**src/rtl/rom_arb_pkg.sv**
```systemverilog
// +----------------------------------------------------------------------+
// | rom_arb_pkg : shared types and constants for the ROM access arbiter   |
// | Rev 1.0                                                               |
// +----------------------------------------------------------------------+
`default_nettype none

package rom_arb_pkg;

  typedef enum logic [0:0] {
    IDLE   = 1'b0,
    ACCESS = 1'b1
  } state_t;

  localparam logic REQ_F = 1'b0;
  localparam logic REQ_D = 1'b1;

  localparam int ROM_LATENCY_DEFAULT = 13;

endpackage

`default_nettype wire

```
**src/rtl/rom_wait_counter.sv**
```systemverilog
// +----------------------------------------------------------------------+
// | rom_wait_counter : times the ROM wait window, expire on last cycle    |
// | Rev 1.0                                                               |
// +----------------------------------------------------------------------+
`default_nettype none

module rom_wait_counter #(
  parameter int ROM_LATENCY = 13
) (
  input  logic Clk,
  input  logic Resetn,
  input  logic load,
  output logic expire
);

  localparam int            CW   = $clog2(ROM_LATENCY + 1);
  localparam logic [CW-1:0] LAST = CW'(ROM_LATENCY - 1);

  logic [CW-1:0] count_q, count_d;
  logic          run_q, run_d;

  assign expire = run_q && (count_q == LAST);

  always_comb begin
    count_d = count_q;
    run_d   = run_q;
    if (load) begin
      count_d = '0;
      run_d   = 1'b1;
    end else if (expire) begin
      run_d   = 1'b0;
    end else if (run_q) begin
      count_d = count_q + 1'b1;
    end
  end

  always_ff @(posedge Clk or negedge Resetn) begin
    if (!Resetn) begin
      count_q <= '0;
      run_q   <= 1'b0;
    end else begin
      count_q <= count_d;
      run_q   <= run_d;
    end
  end

endmodule

`default_nettype wire

```
**src/rtl/rom_access_arbiter.sv**
```systemverilog
// +----------------------------------------------------------------------+
// | rom_access_arbiter : shares one slow ROM between fetch (F) and data   |
// | load (D) requesters. Define ROM_ARB_RR_EN for round-robin arbitration.|
// | Rev 1.0                                                               |
// +----------------------------------------------------------------------+
`default_nettype none

module rom_access_arbiter
  import rom_arb_pkg::*;
#(
  parameter int AW          = 8,
  parameter int DW          = 16,
  parameter int ROM_LATENCY = ROM_LATENCY_DEFAULT
) (
  input  logic          Clk,
  input  logic          Resetn,
  input  logic          req_f,
  input  logic [AW-1:0] addr_f,
  input  logic          req_d,
  input  logic [AW-1:0] addr_d,
  input  logic [DW-1:0] rom_q,
  output logic [AW-1:0] rom_addr,
  output logic          ROMsel,
  output logic          gnt_f,
  output logic          gnt_d,
  output logic          done_f,
  output logic          done_d,
  output logic [DW-1:0] rd_data,
  output logic          busy
);

  state_t        state_q, state_d;
  logic          pend_f_q, pend_f_d;
  logic          pend_d_q, pend_d_d;
  logic [AW-1:0] addr_f_q, addr_f_d;
  logic [AW-1:0] addr_d_q, addr_d_d;
  logic [AW-1:0] rom_addr_q, rom_addr_d;
  logic          romsel_q, romsel_d;
  logic          gnt_f_q, gnt_f_d;
  logic          gnt_d_q, gnt_d_d;
  logic          done_f_q, done_f_d;
  logic          done_d_q, done_d_d;
  logic [DW-1:0] rd_data_q, rd_data_d;
  logic          sel_q, sel_d;

  logic          load;
  logic          expire;
  logic          prio_f;
  logic          win_f;

  rom_wait_counter #(
    .ROM_LATENCY (ROM_LATENCY)
  ) u_wait (
    .Clk    (Clk),
    .Resetn (Resetn),
    .load   (load),
    .expire (expire)
  );

`ifdef ROM_ARB_RR_EN
  logic last_q, last_d;

  // F keeps priority unless it was the last port served.
  assign prio_f = (last_q == REQ_D);

  always_comb begin
    last_d = last_q;
    if (gnt_f_d)      last_d = REQ_F;
    else if (gnt_d_d) last_d = REQ_D;
  end

  always_ff @(posedge Clk or negedge Resetn) begin
    if (!Resetn) last_q <= REQ_D;
    else         last_q <= last_d;
  end
`else
  assign prio_f = 1'b1;
`endif

  assign win_f = pend_f_q && (!pend_d_q || prio_f);

  always_comb begin
    state_d    = state_q;
    pend_f_d   = pend_f_q;
    pend_d_d   = pend_d_q;
    addr_f_d   = addr_f_q;
    addr_d_d   = addr_d_q;
    rom_addr_d = rom_addr_q;
    romsel_d   = romsel_q;
    rd_data_d  = rd_data_q;
    sel_d      = sel_q;
    gnt_f_d    = 1'b0;
    gnt_d_d    = 1'b0;
    done_f_d   = 1'b0;
    done_d_d   = 1'b0;
    load       = 1'b0;

    case (state_q)
      IDLE: begin
        if (pend_f_q || pend_d_q) begin
          load     = 1'b1;
          romsel_d = 1'b1;
          state_d  = ACCESS;
          if (win_f) begin
            rom_addr_d = addr_f_q;
            gnt_f_d    = 1'b1;
            pend_f_d   = 1'b0;
            sel_d      = REQ_F;
          end else begin
            rom_addr_d = addr_d_q;
            gnt_d_d    = 1'b1;
            pend_d_d   = 1'b0;
            sel_d      = REQ_D;
          end
        end
      end
      ACCESS: begin
        if (expire) begin
          rd_data_d = rom_q;
          romsel_d  = 1'b0;
          done_f_d  = (sel_q == REQ_F);
          done_d_d  = (sel_q == REQ_D);
          state_d   = IDLE;
        end
      end
      default: state_d = IDLE;
    endcase

    // A request landing on its own grant edge re-arms the pending bit.
    if (req_f && (!pend_f_q || gnt_f_d)) begin
      pend_f_d = 1'b1;
      addr_f_d = addr_f;
    end
    if (req_d && (!pend_d_q || gnt_d_d)) begin
      pend_d_d = 1'b1;
      addr_d_d = addr_d;
    end
  end

  always_ff @(posedge Clk or negedge Resetn) begin
    if (!Resetn) begin
      state_q    <= IDLE;
      pend_f_q   <= 1'b0;
      pend_d_q   <= 1'b0;
      addr_f_q   <= '0;
      addr_d_q   <= '0;
      rom_addr_q <= '0;
      romsel_q   <= 1'b0;
      gnt_f_q    <= 1'b0;
      gnt_d_q    <= 1'b0;
      done_f_q   <= 1'b0;
      done_d_q   <= 1'b0;
      rd_data_q  <= '0;
      sel_q      <= REQ_F;
    end else begin
      state_q    <= state_d;
      pend_f_q   <= pend_f_d;
      pend_d_q   <= pend_d_d;
      addr_f_q   <= addr_f_d;
      addr_d_q   <= addr_d_d;
      rom_addr_q <= rom_addr_d;
      romsel_q   <= romsel_d;
      gnt_f_q    <= gnt_f_d;
      gnt_d_q    <= gnt_d_d;
      done_f_q   <= done_f_d;
      done_d_q   <= done_d_d;
      rd_data_q  <= rd_data_d;
      sel_q      <= sel_d;
    end
  end

  assign rom_addr = rom_addr_q;
  assign ROMsel   = romsel_q;
  assign gnt_f    = gnt_f_q;
  assign gnt_d    = gnt_d_q;
  assign done_f   = done_f_q;
  assign done_d   = done_d_q;
  assign rd_data  = rd_data_q;
  assign busy     = (state_q == ACCESS) || pend_f_q || pend_d_q;

endmodule

`default_nettype wire

```
**config.mk**
```make
export PLATFORM = sky130hd
export DESIGN_NAME = rom_access_arbiter
export DESIGN_NICKNAME = d
export VERILOG_FILES = /design/src/rtl/rom_arb_pkg.sv /design/src/rtl/rom_wait_counter.sv /design/src/rtl/rom_access_arbiter.sv
export SDC_FILE = /design/constraint.sdc
export NUM_CORES = 1
export LEC_CHECK = 0
export BUFFER_PORTS_ARGS = -buffer_cell sky130_fd_sc_hd__buf_2
export CORE_MARGIN = 2
export CORE_UTILIZATION = 46
export DETAILED_ROUTE_END_ITERATION = 10
export GPL_ROUTABILITY_DRIVEN = 0
export PLACE_DENSITY = 0.82
export SLEW_MARGIN = 30
export SYNTH_ARGS = -nofsm -noshare
export SYNTH_HDL_FRONTEND = slang
export SYNTH_SLANG_ARGS = --single-unit
```
**constraint.sdc**
```tcl
create_clock -name Clk -period 1.6 [get_ports Clk]
set_clock_uncertainty 0.15 [all_clocks]
set_input_delay 0.08 -clock Clk [delete_from_list [all_inputs] [get_ports Clk]]
set_output_delay 0.08 -clock Clk [all_outputs]
set_load 0.02 [all_outputs]
```
Word-level counts from Yosys, hierarchy flattened:

Index checks and enable logic that the tools add are counted.

* register bits: 54
* output and inout port bits: 30
* logic and storage cells: 74

* $add $sub $neg: 1
* equal/unequal tests: 7
* muxes and demuxes: 29
* bitwise operators: 2
* reductions and logical operators: 20

Operator list (number)
* 2-to-1 mux 1 bit: 23
* 2-to-1 mux 4 bit: 3
* AND reduction 2 bit: 5
* 2-to-1 mux 8 bit: 1
* inequality test 2 x 1 -> 1 bit, second input constant: 4
* nonzero test 2 bit: 4
* logical OR 1 bit: 5
* adder 4 x 1 -> 4 bit, second input constant: 1
* equality test 4 bit, second input constant: 1
* inequality test 2 bit, second input constant: 2
* one-hot mux 1 bit (2 select lines): 2
* logical AND 1 bit: 3
* AND reduction 3 bit: 1
* zero test 1 bit: 2
* NOT 1 bit: 2

Longest topological paths before layout:

* depth in word-level cells: 7
* mapped depth: 5
* depth with buffers taken out: 5

Hierarchy:

A second synthesis with hierarchy kept.

* cells, all modules: 159
* area, all modules: 2293.4 um2

By module, submodules not included
* rom_access_arbiter: times used 1, cells an instance 132, area an instance 2005.7 um2
* rom_wait_counter: times used 1, cells an instance 27, area an instance 287.8 um2

Worst setup path after synthesis:

OpenSTA, ideal clock, no wires.

* kind: register -> register
* start: register u_wait.count_q[0]
* end: register rd_data_q[0], in the netlist rd_data[0]
* library setup time: 125 ps
* arrival time: 1214 ps
* path slack: 111 ps
* stages on the path, launching flop included: 6
* buffers on the path: 1
* clock period less this slack: 1489 ps
* path through: dfrtp_1 inv_1 ha_1 nand3_2 buf_6 mux2_4

* word-level cells in the longest chain between the ends: 3

RTL lines
* start, declared: line rom_wait_counter.sv:19 `logic [CW-1:0] count_q, count_d;`
* start signal, assigned: line rom_wait_counter.sv:42 `count_q <= count_d;`
* equality test 4 bit: line rom_wait_counter.sv:22 `assign expire = run_q && (count_q == LAST);`
* logical AND 1 bit: line rom_wait_counter.sv:22
* AND reduction 2 bit (no source line)
* end signal, assigned: line rom_access_arbiter.sv:167 `rd_data_q <= rd_data_d;`
* end, declared: line rom_access_arbiter.sv:43 `logic [DW-1:0] rd_data_q, rd_data_d;`

Every way passes these cells.
A chain may end at the register's enable or synchronous reset.

Final worst setup path:

* start: register state_q
* end: register rd_data_q[6], in the netlist rd_data[6]

* word-level cells in the longest chain between the ends: 1

RTL lines
* start, declared: line rom_access_arbiter.sv:32 `state_t state_q, state_d;`
* start signal, assigned: line rom_access_arbiter.sv:156 `state_q <= state_d;`
* AND reduction 2 bit (no source line)

Every way passes these cells.

==> results.yml <==
layout:
  drive_gt1_share_pct: 46.9
  final_area_mm2: 0.00323
  final_util_pct: 68.8
  area_growth_pct: 45.6
  n_antenna_cell: 0
  layout.nets: 311
  fillCellCount: 346
  fin_cells: 327
global_routing:
  grt_pass1_vias: 1568
  grt_busiest_layer: "met2"
  overflow: 0
  grt_pass1_wl_um: 6940
  grt_use_met2_pct: 30.5
  track_usage_pct: 17.0
  grt_start_max_net_pins: 55
  antenna_found_initial: 0
  grt_use_met1_pct: 19.6
  grtUsageMet3_pct: 5.08
critical_path:
  reg2regPathDepth: 5
  setup.worst_path.class: "reg -> reg"
  crit_fanout: 5
  cpMaxStageDelayCell: "dfrtp_2"
  cp_cell_sequence: "buf_6 -> and3_4 -> nand3_4 -> clkbuf_16 -> mux2_4"
  worstSetupEndpointType: "flop"
  r2r_end: "rd_data[6]"
  crit_family: "flip-flops"
  crit_required_ps: 1630
  critical_path.max_stage_delay_ps: 390
  r2r_start: "state_q"
  cp-start-kind: "flop"
  crit_arrival_ps: 1600
  rrSetupSlack_ps: 40
  critical_path_buf_inv_count: 2
detailed_routing:
  vias: 1580
  wl_per_cell_um: 13.9
  first_iter_violations: 52
  ant_nets: 0
  drt_wl_total_um: 4540
  viasPerCell: 4.83
  drt_drc_violations_left: 0
  drt-pass1-iter-count: 4
placed_design:
  io_buffers: 65
  hpwlAfterDp_um: 2680
  place_area_mm2: 0.00266
  dp_slack_ps: 30.0
  place_inst: 278
timing:
  setup_ws_ps: 36.6
  setup_viol: 0
  rsz0062_at_grt: "yes"
  timing.final.crit_share_pct: 97.7
  worstMarginPinSlew_ps: 293
  maxSlewViolCount: 0
  maxSlewHeadroom_pct: 80.5
  fin_setup_tns_ps: 0
  hold_viol: 0
  min_period_ps: 1560
  clock.fmax_mhz: 640
synthesis:
  netlist_area_mm2: 0.00222
  async_flop_share_pct: 100
  yosysTopAreaCellShare_pct: 60.9
  synth_enable_flop_cells: 0
  synth.cells.most_frequent: "54 x dfrtp_1, 16 x mux2_2, 16 x mux2_4, 16 x nand2_1, 10 x mux2i_1"
  synth_cell_types: 28
  synth_top_area_cell: "dfrtp_1"
  synth_flop_cell: "dfrtp_1"
  synth_seq_cells: 54
  synthesis.nets: 196
  synth.area.top_cells: "dfrtp_1 61%, mux2_4 11%, mux2_2 8.1%"
  yosysMostFrequentCell: "dfrtp_1"
  yosysSeqAreaShare_pct: 60.9
  synth_warnings: 0
  avgSynthCellArea_um2: 14.0
  syn_inst: 158
clock_tree:
  cts.path.max_buffers: 2
  clkSlewWorstSetupHoldPaths_ps: 90
  cts_tree: "built"
  h-tree-depth: 2
  cts_buffers: 5
  root_buffer: "clkbuf_8"
  clock_latency_ps: 300
  cts_sinks: 54
floorplanning:
  pin_count: 66
  dieArea_mm2: 0.00539
  coreArea_mm2: 0.00469
  start_util_pct: 47.3
  die_width_um: 73.4
  core.rowCount: 25
  die_y_um: 73.4
flow_run:
  drv_cap: 0
power_and_ir_drop:
  vdd_drop_max_uv: 596
  p_leak_nw: 1.64
  powerDensity_mw_per_mm2: 1190
worst_hold_path:
  hold_class: "in -> async"
status:
  outcome: "completed"
-- timing repair --
action	in CTS	in global routing
gates cloned	0	3
pin swaps	0	2
endpoints found under the hold margin	88	0
gates resized for setup	6	8
setup buffers	1	3
setup endpoints to repair	1	17
hold buffers	35	0
-- tightest hold or removal path: stages --
cell and delay [ps]:
dlygate4sd3_1 520, buf_2 120, buf_12 260
-- sequential cells by signal, indices dropped and copies added, names as in the netlist, 4 cells and up --
name	cells
addr_d_q	8
addr_f_q	8
rd_data	16
rom_addr	8
u_wait.count_q	4
-- how the worst max path moves through the flow --
stage / cells after the start / endpoint / slack (ps) / from
after global placement: 3 / addr_d_q[7] / 90 / pend_f_q
after detailed placement: 5 / rd_data[14] / 30 / u_wait.count_q[0]
after floorplan: 5 / rd_data[0] / 110 / u_wait.count_q[0]
final: 5 / rd_data[6] / 40 / state_q
after global routing: 5 / rd_data[6] / -10 / state_q
after CTS: 5 / rd_data[4] / 7 / u_wait.count_q[0]
-- stage by stage --
step / total power, W / hold slack, ps
2_1_floorplan: 0.00266 / -366
3_3_place_gp: 0.00307 / -58.8
3_5_place_dp: 0.00310 / -51.1
4_1_cts: 0.00388 / 146
5_1_grt: 0.00408 / 174
6_report: 0.00385 / 146
-- area by class of cell --
class                           count  area [um^2]  share of cell area (%)
Sequential cell                    54         1350                    41.9
Timing Repair Buffer              115          878                    27.2
Multi-Input combinational cell     93          833                    25.8
Clock buffer                        6         72.6                    2.25
Tap cell                           54         67.6                    2.09
Inverter                            4         15.0                   0.465
Clock inverter                      1         7.51                   0.233
-- layout by cell type (no fill, tap or decap), types with 4 or more instances in the layout --
cell type,synthesis,routed
o21ai_0,8,8
dlygate4sd3_1,0,35
mux2i_1,10,10
clkbuf_8,0,5
dfrtp_1,54,52
mux2_4,16,16
buf_2,4,64
nand2_1,16,15
buf_4,1,7
buf_6,2,4
mux2_2,16,16
nor2_1,4,4
-- per-layer routing --
layer	share of wire (%)	up-vias	wire length (um)
met2	51	49	2310
met1	43	760	1940
met3	5.4	6	247
li1	-	765	-
met4	0.99	0	45
met5	0	-	0
-- kinds of logic after synthesis --
group                    share of synthesized area, %
AO/OA/AOI/OAI                                    4.91
adder cells (fa/ha/maj)                          1.13
buffers and inverters                            2.93
flip-flops                                       60.9
multiplexers                                     23.5
AND/OR/NAND/NOR                                  6.60
-- power by group --
| part | internal, W | leakage [nW] | switching (W) | total [W] |
|---|---|---|---|---|
| clock network | 0.000301 | 0.0373 | 0.000405 | 0.000705 |
| registers | 0.00171 | 0.637 | 0.000183 | 0.00189 |
| logic | 0.000620 | 0.966 | 0.000631 | 0.00125 |
| total | 0.00263 | 1.64 | 0.00122 | 0.00385 |
(Power assumes the default switching activity.)
